File: config.mk
export PLATFORM = sky130hd
export DESIGN_NAME = fetch_unit
export DESIGN_NICKNAME = d
export VERILOG_FILES = /design/src/rtl/fetch_pkg.sv /design/src/rtl/fetch_fifo.sv /design/src/rtl/fetch_unit.sv
export SDC_FILE = /design/constraint.sdc
export NUM_CORES = 1
export LEC_CHECK = 0
export CORE_MARGIN = 2
export CORE_UTILIZATION = 55
export DETAILED_ROUTE_END_ITERATION = 16
export PLACE_DENSITY = 0.89
export SYNTH_ARGS = -nofsm -noshare
export SYNTH_HDL_FRONTEND = slang
export SYNTH_SLANG_ARGS = --single-unit
File: constraint.sdc
create_clock -name clk -period 3.4 [get_ports clk]
set_input_delay 0.34 -clock clk [delete_from_list [all_inputs] [get_ports clk]]
set_output_delay 0.34 -clock clk [all_outputs]
set_load 0.02 [all_outputs]
File: src/rtl/fetch_pkg.sv
// Shared definitions for the instruction fetch unit: FSM encoding and fetch constants.
package fetch_pkg;

   typedef enum logic [1:0] {
      ST_IDLE = 2'd0,
      ST_WAIT = 2'd1,
      ST_DROP = 2'd2
   } fetch_state_e;

   localparam int unsigned INSTR_BYTES      = 4;
   localparam logic [31:0] DEFAULT_RESET_PC = 32'h0000_0000;

endpackage

File: src/rtl/fetch_fifo.sv
// Prefetch buffer: power-of-two FIFO of {pc, instruction} pairs with a synchronous flush.
module fetch_fifo #(
   parameter int unsigned WIDTH = 64,
   parameter int unsigned DEPTH = 4
) (
   input  logic                     clk,
   input  logic                     rst,
   input  logic                     flush_i,
   input  logic                     push_i,
   input  logic [WIDTH-1:0]         push_data_i,
   input  logic                     pop_i,
   output logic                     valid_o,
   output logic [WIDTH-1:0]         head_o,
   output logic [$clog2(DEPTH):0]   count_o
);

   localparam int unsigned AW = $clog2(DEPTH);
   localparam int unsigned CW = AW + 1;

   logic [WIDTH-1:0] mem_q [DEPTH];
   logic [AW-1:0]    wr_ptr_q, wr_ptr_d;
   logic [AW-1:0]    rd_ptr_q, rd_ptr_d;
   logic [CW-1:0]    count_q, count_d;
   logic             push_en, pop_en;

   assign push_en = push_i && (count_q != CW'(DEPTH));
   assign pop_en  = pop_i && (count_q != '0);

   always_comb begin
      wr_ptr_d = wr_ptr_q;
      rd_ptr_d = rd_ptr_q;
      count_d  = count_q;
      if (flush_i) begin
         wr_ptr_d = '0;
         rd_ptr_d = '0;
         count_d  = '0;
      end else begin
         if (push_en) wr_ptr_d = wr_ptr_q + AW'(1);
         if (pop_en)  rd_ptr_d = rd_ptr_q + AW'(1);
         // Simultaneous push and pop leaves the occupancy unchanged.
         unique case ({push_en, pop_en})
            2'b10:   count_d = count_q + CW'(1);
            2'b01:   count_d = count_q - CW'(1);
            default: count_d = count_q;
         endcase
      end
   end

   always_ff @(posedge clk or posedge rst) begin
      if (rst) begin
         wr_ptr_q <= '0;
         rd_ptr_q <= '0;
         count_q  <= '0;
      end else begin
         wr_ptr_q <= wr_ptr_d;
         rd_ptr_q <= rd_ptr_d;
         count_q  <= count_d;
      end
   end

   always_ff @(posedge clk) begin
      if (push_en && !flush_i) mem_q[wr_ptr_q] <= push_data_i;
   end

   assign head_o  = mem_q[rd_ptr_q];
   assign valid_o = (count_q != '0);
   assign count_o = count_q;

endmodule

File: src/rtl/fetch_unit.sv
// Instruction fetch front end: single-outstanding request FSM feeding a prefetch buffer,
// with redirect flushing the buffer and discarding any in-flight response.
module fetch_unit
   import fetch_pkg::*;
#(
   parameter int unsigned    DW       = 32,
   parameter int unsigned    DEPTH    = 4,
   parameter logic [DW-1:0]  RESET_PC = DW'(DEFAULT_RESET_PC)
) (
   input  logic          clk,
   input  logic          rst,
   output logic          imem_req_o,
   output logic [DW-1:0] imem_addr_o,
   input  logic          imem_ready_i,
   input  logic          imem_rvalid_i,
   input  logic [DW-1:0] imem_rdata_i,
   input  logic          redirect_i,
   input  logic [DW-1:0] redirect_pc_i,
   output logic          instr_valid_o,
   output logic [DW-1:0] instr_o,
   output logic [DW-1:0] pc_o,
   input  logic          instr_ready_i
);

   localparam int unsigned CW = $clog2(DEPTH) + 1;

   fetch_state_e      state_q, state_d;
   logic [DW-1:0]     fetch_pc_q, fetch_pc_d;
   logic [DW-1:0]     req_pc_q, req_pc_d;
   logic [DW-1:0]     redirect_target;
   logic              accept, push, pop;
   logic [CW-1:0]     count;
   logic [2*DW-1:0]   head;
   logic              fifo_valid;

   assign redirect_target = {redirect_pc_i[DW-1:2], 2'b00};
   assign imem_addr_o     = fetch_pc_q;
   // Qualified by rst so no request escapes while reset is held.
   assign imem_req_o      = !rst && (state_q == ST_IDLE) && (count < CW'(DEPTH)) && !redirect_i;
   assign accept          = imem_req_o && imem_ready_i;
   assign pop             = fifo_valid && instr_ready_i && !redirect_i;

   always_comb begin
      state_d    = state_q;
      fetch_pc_d = fetch_pc_q;
      req_pc_d   = req_pc_q;
      push       = 1'b0;
      unique case (state_q)
         ST_IDLE: begin
            if (accept) begin
               req_pc_d   = fetch_pc_q;
               fetch_pc_d = fetch_pc_q + DW'(INSTR_BYTES);
               state_d    = ST_WAIT;
            end
         end
         ST_WAIT: begin
            if (imem_rvalid_i) begin
               push    = !redirect_i;
               state_d = ST_IDLE;
            end else if (redirect_i) begin
               state_d = ST_DROP;
            end
         end
         ST_DROP: begin
            if (imem_rvalid_i) state_d = ST_IDLE;
         end
         default: state_d = ST_IDLE;
      endcase
      // Request issue is already blocked during redirect, so this never races an accept.
      if (redirect_i) fetch_pc_d = redirect_target;
   end

   always_ff @(posedge clk or posedge rst) begin
      if (rst) begin
         state_q    <= ST_IDLE;
         fetch_pc_q <= RESET_PC;
         req_pc_q   <= RESET_PC;
      end else begin
         state_q    <= state_d;
         fetch_pc_q <= fetch_pc_d;
         req_pc_q   <= req_pc_d;
      end
   end

   fetch_fifo #(
      .WIDTH (2*DW),
      .DEPTH (DEPTH)
   ) u_fifo (
      .clk         (clk),
      .rst         (rst),
      .flush_i     (redirect_i),
      .push_i      (push),
      .push_data_i ({req_pc_q, imem_rdata_i}),
      .pop_i       (pop),
      .valid_o     (fifo_valid),
      .head_o      (head),
      .count_o     (count)
   );

   assign instr_valid_o = fifo_valid;
   assign pc_o          = head[2*DW-1:DW];
   assign instr_o       = head[DW-1:0];

endmodule

==> flow_summary.toml, run 1 <==
[grt]
track_usage_pct = 21.72
antenna_found_initial = 0
grt_pass1_wl_um = 40080
grt_max_degree = 55
grt.overflow.total = 0
grt_pass1_vias = 7116

[clocking]
post_cts.resized_instances = 0
cts.clk_slew.worst_paths_ps = 60
clock_latency_ps = 550
root_buffer = "clkbuf_16"
cts_num_sinks = 317
cts_tree = "done"
cts_buffer_depth = 3
hold_buffers = 0
cts_setup_buffers = 0
h-tree-depth = 1
cts_made_buffers = 31

[timing]
slew_headroom_pct = 40.09
finalHoldViolCount = 0
fin_crit_ps = 3057
max_slew.worst_pin.slew_ps = 895.4
rsz0062_at_grt = "false"
finalMaxSlewViolations = 0
fin_tns_setup_ps = 0
clock.fmax_mhz = 327.1
period_share_pct = 89.92
setup_viol = 0
post-route-worst-setup-slack_ps = 342.8
skew_ps = 16.96

[drt]
post_drt_via_cell_ratio = 5.939
final_antenna_net_count = 0
drcViolationCount = 0
firstDrtPassIters = 5
wl_per_cell_um = 21.49
wirelength_um = 25700
num_vias = 7103
drt_iter0_markers = 577

[setup_path]
crit_fanout = 30
arrival_ps = 2720
endpoint_kind = "output port"
required_ps = 3060
critPathLaunchType = "flop"
path_class = "reg -> out"

[logic_synthesis]
ys_seq_area_share_pct = 73.98
synth_top_area_share_pct = 60.05
yosysWarnings = 0
synth_simple_gate_area_share_pct = 8.082
synth_cells = 716
yosys.area.top_type = "edfxtp_1"
synth.avg_cell_area_um2 = 17.32
synth-adder-area-share_pct = 0.6659
ys_seq_elements = 317
netlist_top_cells_count = "edfxtp_1 (248), nand2_1 (126), dfrtp_1 (69)"
synth_xor_area_share_pct = 0.4238
synth_top_family_by_area = "multiplexers"
muxShareOfSynthArea_pct = 11.51
synth_most_common_cell = "edfxtp_1"
ys.flop_type = "edfxtp_1"
async_flop_share_pct = 21.77
synth_cell_types = 55
synth.area.top_cells = "edfxtp_1 (60%), dfrtp_1 (14%), mux4_2 (11%), nand2_1 (3.8%), nand3_1 (0.81%)"
synth-compound-area-share_pct = 3.572
synth_edf_count = 248
syn-cell-area_um2 = 12400

[final_layout]
antennaDiodeCount = 0
final_nets = 968
drive_above_1_share_pct = 15.94
syn2layout_area_growth_pct = 24.52
n_fill_cell = 1369

[floorplanning]
die-height_um = 154.2
core_um2 = 21960
ios = 168
dieArea_um2 = 23760
die_w_um = 154.2
rows = 54
start_util_pct = 56.47

[min_path]
worstHoldPathType = "in -> async"

[pwr]
p_int_w = 0.007570
combPwrFrac_pct = 19.0
clockPowerShare_pct = 32.8
leakagePower_nw = 5.383
vdd_drop_max_uv = 328.0
powerDensity_nw_per_um2 = 663.9
p_sw_w = 0.002682
p_sw_share_pct = 26.16
pwr-share-seq_pct = 48.2

[run_status]
status = "complete, no violations"

[job]
maxCapViolations = 0

[placed_design]
port-buffer-count = 161
pre_cts_ws_ps = 406.2
finalWeightedCongestion = 0.8638
detailed_place_hpwl_um = 16100
final timing paths:
check	startpoint	end	slack (ps)	cells past startpoint
setup reg to reg	u_fifo.count_o[2]	imem_addr_o[10]	880	5
min in group clk	redirect_pc_i[29]	imem_addr_o[29]	370	3
hold reg to reg	req_pc_q[24]	u_fifo.mem_q[3][56]	520	0
hold / removal	rst	imem_addr_o[2]	140	2
max in group asynchronous	rst	u_fifo.rd_ptr_q[0]	2200	3
setup / recovery	u_fifo.rd_ptr_q[0]	pc_o[18]	340	3
area by class of cell:
cell class	instances	area (um2)	area share, %
tap	280	350.3	2.269
sequential	317	9181	59.46
clock buffer	37	870.8	5.640
inverter	9	33.78	0.2188
multi-input combinational	356	3033	19.64
clock inverter	20	152.6	0.9886
timing repair buffer	177	1819	11.78
kinds of logic (layout without fill, tap and decap cells):
| kind of cell | after synthesis | after routing |
|---|---|---|
| compound gates | 62 | 62 |
| xor+xnor | 6 | 6 |
| fa+ha+maj | 6 | 6 |
| buf+inv | 46 | 243 |
| flops | 317 | 317 |
| mux | 65 | 65 |
| other cells | 1 | 4 |
| simple gates | 213 | 213 |
power by group through the flow:
stage | clock network (W) | registers [W] | logic, W
final | 0.00336 | 0.00494 | 0.00195
after global routing | 0.00358 | 0.00499 | 0.00209
after CTS | 0.00342 | 0.00495 | 0.00198
after detailed placement | 0 | 0.00503 | 0.00196
after global placement | 0 | 0.00499 | 0.00193
after floorplan | 0 | 0.00489 | 0.00120
metal layers:
metal | global-route usage (%) | vias to the layer above | wire length (um)
met5 | 0 | - | 0
met4 | 4.895 | 0 | 422
met3 | 3.720 | 33 | 1937
met2 | 36.96 | 327 | 13040
met1 | 29.93 | 3600 | 10300
li1 | - | 3143 | -
critical path, stage by stage (launching register included):
cell,delay [ps]
dfrtp_4,670
buf_12,300
mux4_2,560
clkdlybuf4s50_1,580
sequential cells by signal, indices dropped and copies added (netlist names):
name / count
imem_addr_o: 30
u_fifo.rd_ptr_q: 2
req_pc_q: 30
u_fifo.count_o: 3
state_q: 2
u_fifo.wr_ptr_q: 2
u_fifo.mem_q: 248
per-stage QoR:
stage	area (um2)	cells	util (%)	total power, W	hold WS, ps
CTS	15440	1196	70.32	0.01034	127.7
global placement	14420	1139	65.66	0.006916	494.0
finish	15440	1196	70.32	0.01025	144.0
global route	15440	1196	70.32	0.01066	173.7
detailed placement	14420	1139	65.66	0.006990	508.5
floorplan	12410	719	-	0.006083	405.5
placed cells by master (no fill, tap or decap), types with 3 or more instances in the layout:
| cell | count |
|---|---|
| a21oi_1 | 3 |
| a22oi_1 | 3 |
| and2_1 | 3 |
| and2_4 | 4 |
| buf_12 | 7 |
| buf_4 | 9 |
| clkbuf_16 | 33 |
| clkbuf_8 | 3 |
| clkdlybuf4s50_1 | 161 |
| clkinv_1 | 5 |
| clkinv_2 | 10 |
| conb_1 | 4 |
| dfrtp_1 | 67 |
| edfxtp_1 | 248 |
| ha_1 | 5 |
| inv_1 | 8 |
| mux4_2 | 62 |
| nand2_1 | 126 |
| nand3_1 | 20 |
| nand4_1 | 11 |
| nor2_1 | 17 |
| nor3_1 | 8 |
| o211ai_1 | 11 |
| o21ai_0 | 18 |
| o311ai_0 | 10 |
| o311ai_1 | 3 |
| xnor2_1 | 3 |
| xor2_1 | 3 |
Power figures use the tool's default switching activity.
==> run 2, diff against run 1 <==
--- a/config.mk
+++ b/config.mk
@@ -5,10 +5,12 @@
 export SDC_FILE = /design/constraint.sdc
 export NUM_CORES = 1
 export LEC_CHECK = 0
+export CELL_PAD_IN_SITES_DETAIL_PLACEMENT = 0
+export CELL_PAD_IN_SITES_GLOBAL_PLACEMENT = 1
 export CORE_MARGIN = 2
-export CORE_UTILIZATION = 55
+export CORE_UTILIZATION = 46
 export DETAILED_ROUTE_END_ITERATION = 16
-export PLACE_DENSITY = 0.89
+export PLACE_DENSITY = 0.88
 export SYNTH_ARGS = -nofsm -noshare
 export SYNTH_HDL_FRONTEND = slang
 export SYNTH_SLANG_ARGS = --single-unit
==> run 2 against run 1 <==
Compared with the run above:
- register-to-register slack worse by 30 ps
- critical path type unchanged
- core utilization is 12 points lower
- combinational power is 2% higher
- via count is 1.8% lower
- first-iteration DRC count is 1.6% lower
- sequential share of layout area is 0.25 points lower
- design area is 0.43% higher
- global-route usage is 3.1 points lower
- setup slack better by 160 ps
==> flow_summary.toml, run 2 (same netlist as run 1, synthesis figures left out) <==
[run_status]
status = "complete, no violations"

[timing]
max_slew.worst_pin.slew_ps = 879.8
slew_headroom_pct = 41.13
finalMaxSlewViolations = 0
post-route-worst-setup-slack_ps = 499.8
fin_crit_ps = 2900
clock.fmax_mhz = 344.8
period_share_pct = 85.30
skew_ps = 9.153
fin_tns_setup_ps = 0
setup_viol = 0
rsz0062_at_grt = "false"
finalHoldViolCount = 0

[setup_path]
path_class = "reg -> out"
required_ps = 3060
critPathLaunchType = "flop"
arrival_ps = 2560
reg2reg_setup_slack_ps = 850
crit_fanout = 32
worst_r2r_path_depth = 5
endpoint_kind = "output port"

[placed_design]
dp.cells = 1210
post_dp_cell_area_um2 = 14540
finalWeightedCongestion = 0.7796
port-buffer-count = 161
pre_cts_ws_ps = 517.6
detailed_place_hpwl_um = 16630

[final_layout]
final_nets = 977
final_util_pct = 58.02
multi_input_area_um2 = 3033
n_fill_cell = 2041
largest_register_ffs = 248
fin_cells = 1266
antennaDiodeCount = 0
final_common_cell = "edfxtp_1"
syn2layout_area_growth_pct = 25.05
postLayoutCellArea_um2 = 15510
seqCellArea_um2 = 9181
drive_above_1_share_pct = 16.11
largest-register = "u_fifo.mem_q"
final_cell_mix = "edfxtp_1 (248), clkdlybuf4s50_1 (161), nand2_1 (126), dfrtp_1 (67), mux4_2 (62)"

[clocking]
post_cts.resized_instances = 0
root_buffer = "clkbuf_16"
cts_buffer_depth = 3
clock_latency_ps = 540
cts.clk_slew.worst_paths_ps = 60
cts_setup_buffers = 0
hold_buffers = 0
cts_made_buffers = 30
cts_num_sinks = 317
cts_tree = "done"
h-tree-depth = 1

[floorplanning]
dieArea_um2 = 28290
start_util_pct = 46.40
rows = 60
die-height_um = 168.2
die_w_um = 168.2
core_um2 = 26730
ios = 168

[min_path]
worstHoldPathType = "in -> async"

[grt]
antenna_found_initial = 0
grt.overflow.total = 0
grt_max_degree = 62
track_usage_pct = 18.58
grt_pass1_wl_um = 40650
grt_pass1_vias = 7213

[drt]
drt_iter0_markers = 568
firstDrtPassIters = 5
wl_per_cell_um = 20.50
wirelength_um = 25960
post_drt_via_cell_ratio = 5.509
drcViolationCount = 0
final_antenna_net_count = 0
num_vias = 6975

[pwr]
leakagePower_nw = 5.385
powerDensity_nw_per_um2 = 653.1
vdd_drop_max_uv = 408.9

[job]
maxCapViolations = 0
run 2: cell types whose count changed in the layout (fill, tap and decap cells not counted), sizes merged:
cell      change
clkinvlp      +1
clkbuf        +1
buf          +10
bufinv        +1
clkinv        -1
inv           -3
run 2: area by class of cell:
cell class	instances	share of cell area [%]
Timing Repair Buffer	187	12.05
Inverter	9	0.2178
Tap cell	341	2.751
Multi-Input combinational cell	356	19.56
Sequential cell	317	59.21
Clock buffer	38	5.172
Clock inverter	18	1.041
run 2: metrics by stage:
stage	hold slack, ps	total power [W]
2_1_floorplan	405.5	0.006083
3_3_place_gp	490.0	0.006935
3_5_place_dp	502.9	0.006989
4_1_cts	333.0	0.01024
5_1_grt	362.5	0.01055
6_report	326.2	0.01013
run 2: final timing paths:
path / from / endpoint
worst max register to register: u_fifo.count_o[2] / imem_addr_o[20]
worst min register to register: req_pc_q[21] / u_fifo.mem_q[1][53]
worst max-delay path: u_fifo.rd_ptr_q[1] / pc_o[6]
min in group clk: redirect_pc_i[5] / imem_addr_o[5]
max in group asynchronous: rst / req_pc_q[5]
worst min-delay path: rst / req_pc_q[29]
run 2: critical path, stage by stage, from the launching register on:
cell	delay, ps
dfrtp_4	760
buf_4	330
mux4_2	360
clkdlybuf4s50_1	560
run 2: where the power goes:
| part | leakage [nW] | internal [W] | switching, W |
|---|---|---|---|
| combinational | 1.80 | 0.00101 | 0.000980 |
| sequential | 3.11 | 0.00458 | 0.000310 |
| clock | 0.474 | 0.00189 | 0.00136 |
| total | 5.39 | 0.00748 | 0.00265 |
run 2: routing by layer:
layer	vias to the layer above	track usage (%)	share of wire, %
met5	-	0	0
met4	0	3.298	0.72
met3	17	3.479	6.5
met2	233	30.90	49
met1	3561	26.29	44
li1	3164	-	-
==> run 3, diff against run 2 <==
--- a/config.mk
+++ b/config.mk
@@ -5,10 +5,11 @@
 export SDC_FILE = /design/constraint.sdc
 export NUM_CORES = 1
 export LEC_CHECK = 0
+export ABC_AREA = 1
 export CELL_PAD_IN_SITES_DETAIL_PLACEMENT = 0
 export CELL_PAD_IN_SITES_GLOBAL_PLACEMENT = 1
-export CORE_MARGIN = 2
-export CORE_UTILIZATION = 46
+export CORE_MARGIN = 5
+export CORE_UTILIZATION = 44
 export DETAILED_ROUTE_END_ITERATION = 16
 export PLACE_DENSITY = 0.88
 export SYNTH_ARGS = -nofsm -noshare
==> run 3 against run 2 <==
Compared with the run above:
- core utilization down 3.0 points
- combinational power is 30% higher
- power is 11% higher
- register-to-register slack better by 320 ps
- via count increased by 26%
- critical path depth increased by 1
- die area increased by 17%
- clock power is 14% higher
- count of clock-buffer cells in the layout is 7 higher
- clock skew is 7.8 ps higher
- worst hold slack better by 97 ps
- critical path type unchanged
- critical endpoint is now pc_o[21]
==> flow_summary.toml, run 3 <==
[grt]
grt_max_degree = 126
grt_use_met2_pct = 29.34
antenna_found_initial = 0
grt.overflow.total = 0
use_met3_pct = 3.169
track_usage_pct = 17.20
grt_use_met1_pct = 22.91
grt_pass1_vias = 8838
grt_pass1_wl_um = 46040
grt_busiest_layer = "met2"

[timing]
clock.fmax_mhz = 338.3
setup_viol = 0
slew_headroom_pct = 40.45
max_slew.worst_pin.slew_ps = 893.2
fin_tns_setup_ps = 0
finalMaxSlewViolations = 0
fin_crit_ps = 2956
skew_ps = 16.99
finalHoldViolCount = 0
period_share_pct = 86.93
rsz0062_at_grt = "false"

[setup_path]
endpoint_kind = "output port"
required_ps = 3060
arrival_ps = 2620
crit_fanout = 26
reg2reg_setup_slack_ps = 1170
slowest_stage = "clkdlybuf4s50_1"
crit_buf_inv = 2
worst_r2r_path_depth = 10
cpLargestDelayFamily = "buffers and inverters"
cp_num_cells = 4
reg2reg_from = "state_q[1]"
crit_path_cell_trace = "buf_4 -> o21ai_0 -> o22ai_1 -> clkdlybuf4s50_1"
timing.rr.end = "u_fifo.count_o[2]"
path_class = "reg -> out"
critPathMaxStageDelay_ps = 670
critPathLaunchType = "flop"

[final_layout]
n_fill_cell = 2460
final_util_pct = 55.02
largest_register_ffs = 248
largest-register = "u_fifo.mem_q"
final_common_cell = "edfxtp_1"
drive_above_1_share_pct = 7.483
syn2layout_area_growth_pct = 24.39
seqCellArea_um2 = 9179
final_cell_mix = "edfxtp_1 (248), nor2_1 (188), o21ai_0 (172), clkdlybuf4s50_1 (161), nand2_1 (148)"
antennaDiodeCount = 0
multi_input_area_um2 = 3326
final_nets = 1375

[logic_synthesis]
ys_seq_elements = 317
synth.area.top_cells = "edfxtp_1 (57%), dfrtp_1 (13%), o21ai_0 (6.6%), nor2_1 (5.5%), nand2_1 (4.3%)"
synth_top_area_share_pct = 57.12
syn-cell-area_um2 = 13040
synth_cells = 1138
async_flop_share_pct = 21.77
synth_edf_count = 248
synth_most_common_cell = "edfxtp_1"
ys_seq_area_share_pct = 70.36
synth.avg_cell_area_um2 = 11.46
yosys.area.top_type = "edfxtp_1"
ys.flop_type = "edfxtp_1"
netlist_top_cells_count = "edfxtp_1 (248), nor2_1 (192), o21ai_0 (172)"
yosysWarnings = 0
synth_cell_types = 31

[drt]
post_drt_via_cell_ratio = 5.115
wirelength_um = 28940
drcViolationCount = 0
num_vias = 8762
firstDrtPassIters = 5
drt_iter0_markers = 582
final_antenna_net_count = 0
wl_per_cell_um = 16.89

[min_path]
worstHoldPathType = "in -> reg"
hp-start = "redirect_pc_i[7]"
hold_path_end = "imem_addr_o[7]"
hold_depth = 3

[clocking]
cts_tree = "done"
cts_setup_buffers = 0
root_buffer = "clkbuf_16"
cts_num_sinks = 317
post_cts.resized_instances = 0
cts_made_buffers = 35
cts_buffer_depth = 3
h-tree-depth = 2
hold_buffers = 0
cts.clk_slew.worst_paths_ps = 60
clock_latency_ps = 500

[pwr]
leakagePower_nw = 5.925
powerDensity_nw_per_um2 = 693.4
vdd_drop_max_uv = 425.4

[floorplanning]
start_util_pct = 44.23
core_um2 = 29480
rows = 63
ios = 168
die_w_um = 182.1
die-height_um = 182.1
dieArea_um2 = 33180

[placed_design]
port-buffer-count = 161
finalWeightedCongestion = 0.8596
detailed_place_hpwl_um = 18120

[run_status]
status = "complete, no violations"

[job]
maxCapViolations = 0
==> run 3: cell count changes after synthesis, moves of 10 or more <==
cell / delta
nor2_1: +175
inv_1: +66
clkbuf_1: +18
nand3_1: +34
nand2_1: +22
o21ai_0: +154
mux4_2: -62
o22ai_1: +62
o311ai_0: -10
==> run 3: cell type report <==
type                            count  area share [%]
Sequential cell                   317           56.59
Multi-Input combinational cell    686           20.50
Timing Repair Buffer              182           11.06
Clock buffer                       45           5.894
Tap cell                          390           3.009
Inverter                           77           1.790
Clock inverter                     16           1.149
==> run 3: through the flow <==
| step | hold WS [ps] | worst slack [ps] | instances | cell area, um2 | total power, W |
|---|---|---|---|---|---|
| after floorplan | 438.9 | -440.1 | 1141 | 13050 | 0.006428 |
| after global placement | 489.1 | 822.2 | 1652 | 15080 | 0.007566 |
| after detailed placement | 497.5 | 802.9 | 1652 | 15080 | 0.007644 |
| after CTS | 409.1 | 396.9 | 1713 | 16220 | 0.01136 |
| after global routing | 429.6 | 284.6 | 1713 | 16220 | 0.01178 |
| final | 423.6 | 444.3 | 1713 | 16220 | 0.01125 |
==> run 3: kinds of logic after synthesis <==
logic type | share of synthesized area [%]
AOI/OAI and AO/OA | 10.41
adders and majority gates | 0.6333
buffers and inverters | 4.453
DFF | 70.36
xor gates and xnor gates | 0.2687
other | 0.02876
and+or+nand+nor | 13.85
==> run 3: power breakdown <==
part           leakage, nW  internal [W]  switching, W
logic                 2.28       0.00103       0.00155
clock network        0.551       0.00229       0.00140
registers             3.09       0.00463      0.000336
total                 5.93       0.00795       0.00329
==> run 3: routing by layer <==
layer	wire length [um]	vias to the layer above
met5	0	-
met4	507	0
met3	1558	37
met2	13890	237
met1	12980	4190
li1	-	4298
==> run 3: worst max path at each step <==
stage,start,to,slack [ps]
6_report,u_fifo.rd_ptr_q[1],pc_o[21],440
5_1_grt,u_fifo.rd_ptr_q[1],pc_o[21],280
4_1_cts,u_fifo.rd_ptr_q[1],pc_o[21],400
3_5_place_dp,redirect_i,u_fifo.count_o[2],800
3_3_place_gp,imem_rvalid_i,u_fifo.count_o[2],820
2_1_floorplan,redirect_i,u_fifo.mem_q[0][0],-440
==> run 3: tightest hold or removal path, stage by stage <==
cell,delay [ps]
clkdlybuf4s50_1,400
nand2_1,60
nand3_1,70
==> variant (flow settings as in run 3) <==
Re-encode `fetch_state_e` (3 states) as one-hot, 3 bits wide.
--- a/src/rtl/fetch_pkg.sv
+++ b/src/rtl/fetch_pkg.sv
@@ -1,10 +1,10 @@
 // Shared definitions for the instruction fetch unit: FSM encoding and fetch constants.
 package fetch_pkg;
 
-   typedef enum logic [1:0] {
-      ST_IDLE = 2'd0,
-      ST_WAIT = 2'd1,
-      ST_DROP = 2'd2
+   typedef enum logic [2:0] {
+      ST_IDLE = 3'b001,
+      ST_WAIT = 3'b010,
+      ST_DROP = 3'b100
    } fetch_state_e;
 
    localparam int unsigned INSTR_BYTES      = 4;
Function: same outputs for any inputs over 4 cycles, from zero or initial values and one cycle with rst high; so few cycles prove little.
==> variant against run 3 <==
Sequential share of layout area down 0.51 points; hold slack got worse by 9.0 ps; synthesized area increased by 1.2%; synthesized cell count rose by 5.6%; worst setup slack worse by 96 ps; wire length grew 5.8%; cell count rose by 3.4%; power decreased by 8.5%; largest power group unchanged; sequential cell count is 1 higher; highest routed layer unchanged; final area increased by 1.2%; via count grew 4.5%; largest cell class unchanged.
==> variant: results (changes against run 3) <==
[pwr]
switching_share_pct = 26.0  ; -3.2 points
pwr-share-clk_pct = 36.3  ; +3.4 points
combPwrFrac_pct = 15.3  ; -7.7 points
ir_worst_vdd_v = 0.000333  ; -22%
p_int_uw = 7610  ; -4.3%
power.leakage_uw = 0.00619  ; +4.5%

[place]
place_congestion = 0.861  ; +0.12%
dp_slack_ps = 587  ; -216 ps
hpwlAfterDp_mm = 19.2  ; +5.7%

[synthesis]
synthTopCellsByCount = 252 x nand2_1, 248 x edfxtp_1, 183 x nor2_1
synthFlopType = edfxtp_1
synth_fa_ha_area_share_pct = 0.626  ; -0.0073 points
async_reset_ff_share_pct = 22.0  ; +0.25 points
synthTopCellsByArea = edfxtp_1 56%, dfrtp_1 13%, nand2_1 7.2%
ys_types = 32  ; +3.2%
yosysSeqAreaShare_pct = 69.7  ; -0.61 points
synthXorXnorAreaFrac_pct = 0.465  ; +0.20 points

[sta]
fin_skew_ps = 14.0  ; -3.00 ps
worstMarginPinSlew_ps = 923  ; +29.6 ps

[worst_hold_path]
hold_path.startpoint = redirect_pc_i[14]

[worst_setup_path]
cp_slowest_cell = dfrtp_2
worstReg2RegStart = state_q[0]
critPathArrivalTime_ps = 2710  ; +90 ps
worst_r2r_path_depth = 13  ; +3
cp_slowest_stage_delay_ps = 730  ; +60 ps
crit_fanout = 27  ; +3.8%

[route]
drt_iter0_markers = 696  ; +20%
routed-wl-met3_mm = 2.07  ; +33%
drt-total-wl_mm = 30.6  ; +5.8%
met2WireLength_mm = 14.0  ; +0.88%
post_drt_via_cell_ratio = 5.17  ; +0.98%
wl_met1_mm = 13.9  ; +7.0%

[layout]
drive_above_1_share_pct = 6.30  ; -1.2 points
nNetsFinal = 1435  ; +4.4%
num-fill-cells = 2503  ; +1.7%

[outcome]
status = finished, final reports clean

[grt]
grt_pass1_vias = 9028  ; +2.1%
grt_usage_pct = 18.0  ; +0.77 points
antenna_found_initial = 0  ; unchanged

[variant: cell count changes in the layout (fill, tap and decap cells not counted), sizes merged, moves of 2 or more]
cell / change
buf: -3
clkinvlp: -2
inv: -3
nand2: +104
nand3: -4
nand3b: -2
nand4: -3
nor2: -18
o211ai: -6
o21ai: -9
xnor2: +2
[variant: final cells by class]
class                   instances  area share, %
flip-flops and latches        318           56.1
multi-input cells             751           21.0
repair buffers                179           11.3
clock buffers                  46           5.77
well taps                     390           2.97
inverters                      75           1.72
clock inverters                13           1.20
[variant: per-stage QoR]
step / hold slack [ps] / std cells / cell area, um^2
2_1_floorplan: 439 / 1205 / 13200
3_3_place_gp: 490 / 1713 / 15300
3_5_place_dp: 505 / 1713 / 15300
4_1_cts: 395 / 1772 / 16400
5_1_grt: 421 / 1772 / 16400
6_report: 415 / 1772 / 16400
[variant: path summary, 6_finish.rpt]
path                       slack, ps             endpoint
setup / recovery                 350             pc_o[26]
hold / removal                   410      imem_addr_o[14]
setup reg to reg                1090    u_fifo.count_o[2]
hold reg to reg                  510  u_fifo.mem_q[2][48]
max in group asynchronous       2270   u_fifo.rd_ptr_q[0]
min in group asynchronous        440           state_q[2]
[variant: routing by layer]
layer	GRT usage [%]	vias to the layer above
met4	4.92	0
met3	3.53	48
met2	28.0	292
met5	0	-
met1	26.1	4355
li1	-	4458
[variant: worst register-to-register path: stages, from the launching register on]
cell	delay [ps]
dfstp_2	370
inv_1	130
nand2_1	70
nor2_1	120
nand3_2	290
nand2_1	290
inv_1	80
fa_1	380
xnor2_1	190
inv_1	60
nand2_1	70
nand2_1	60
nand2_1	60
nand2_1	40
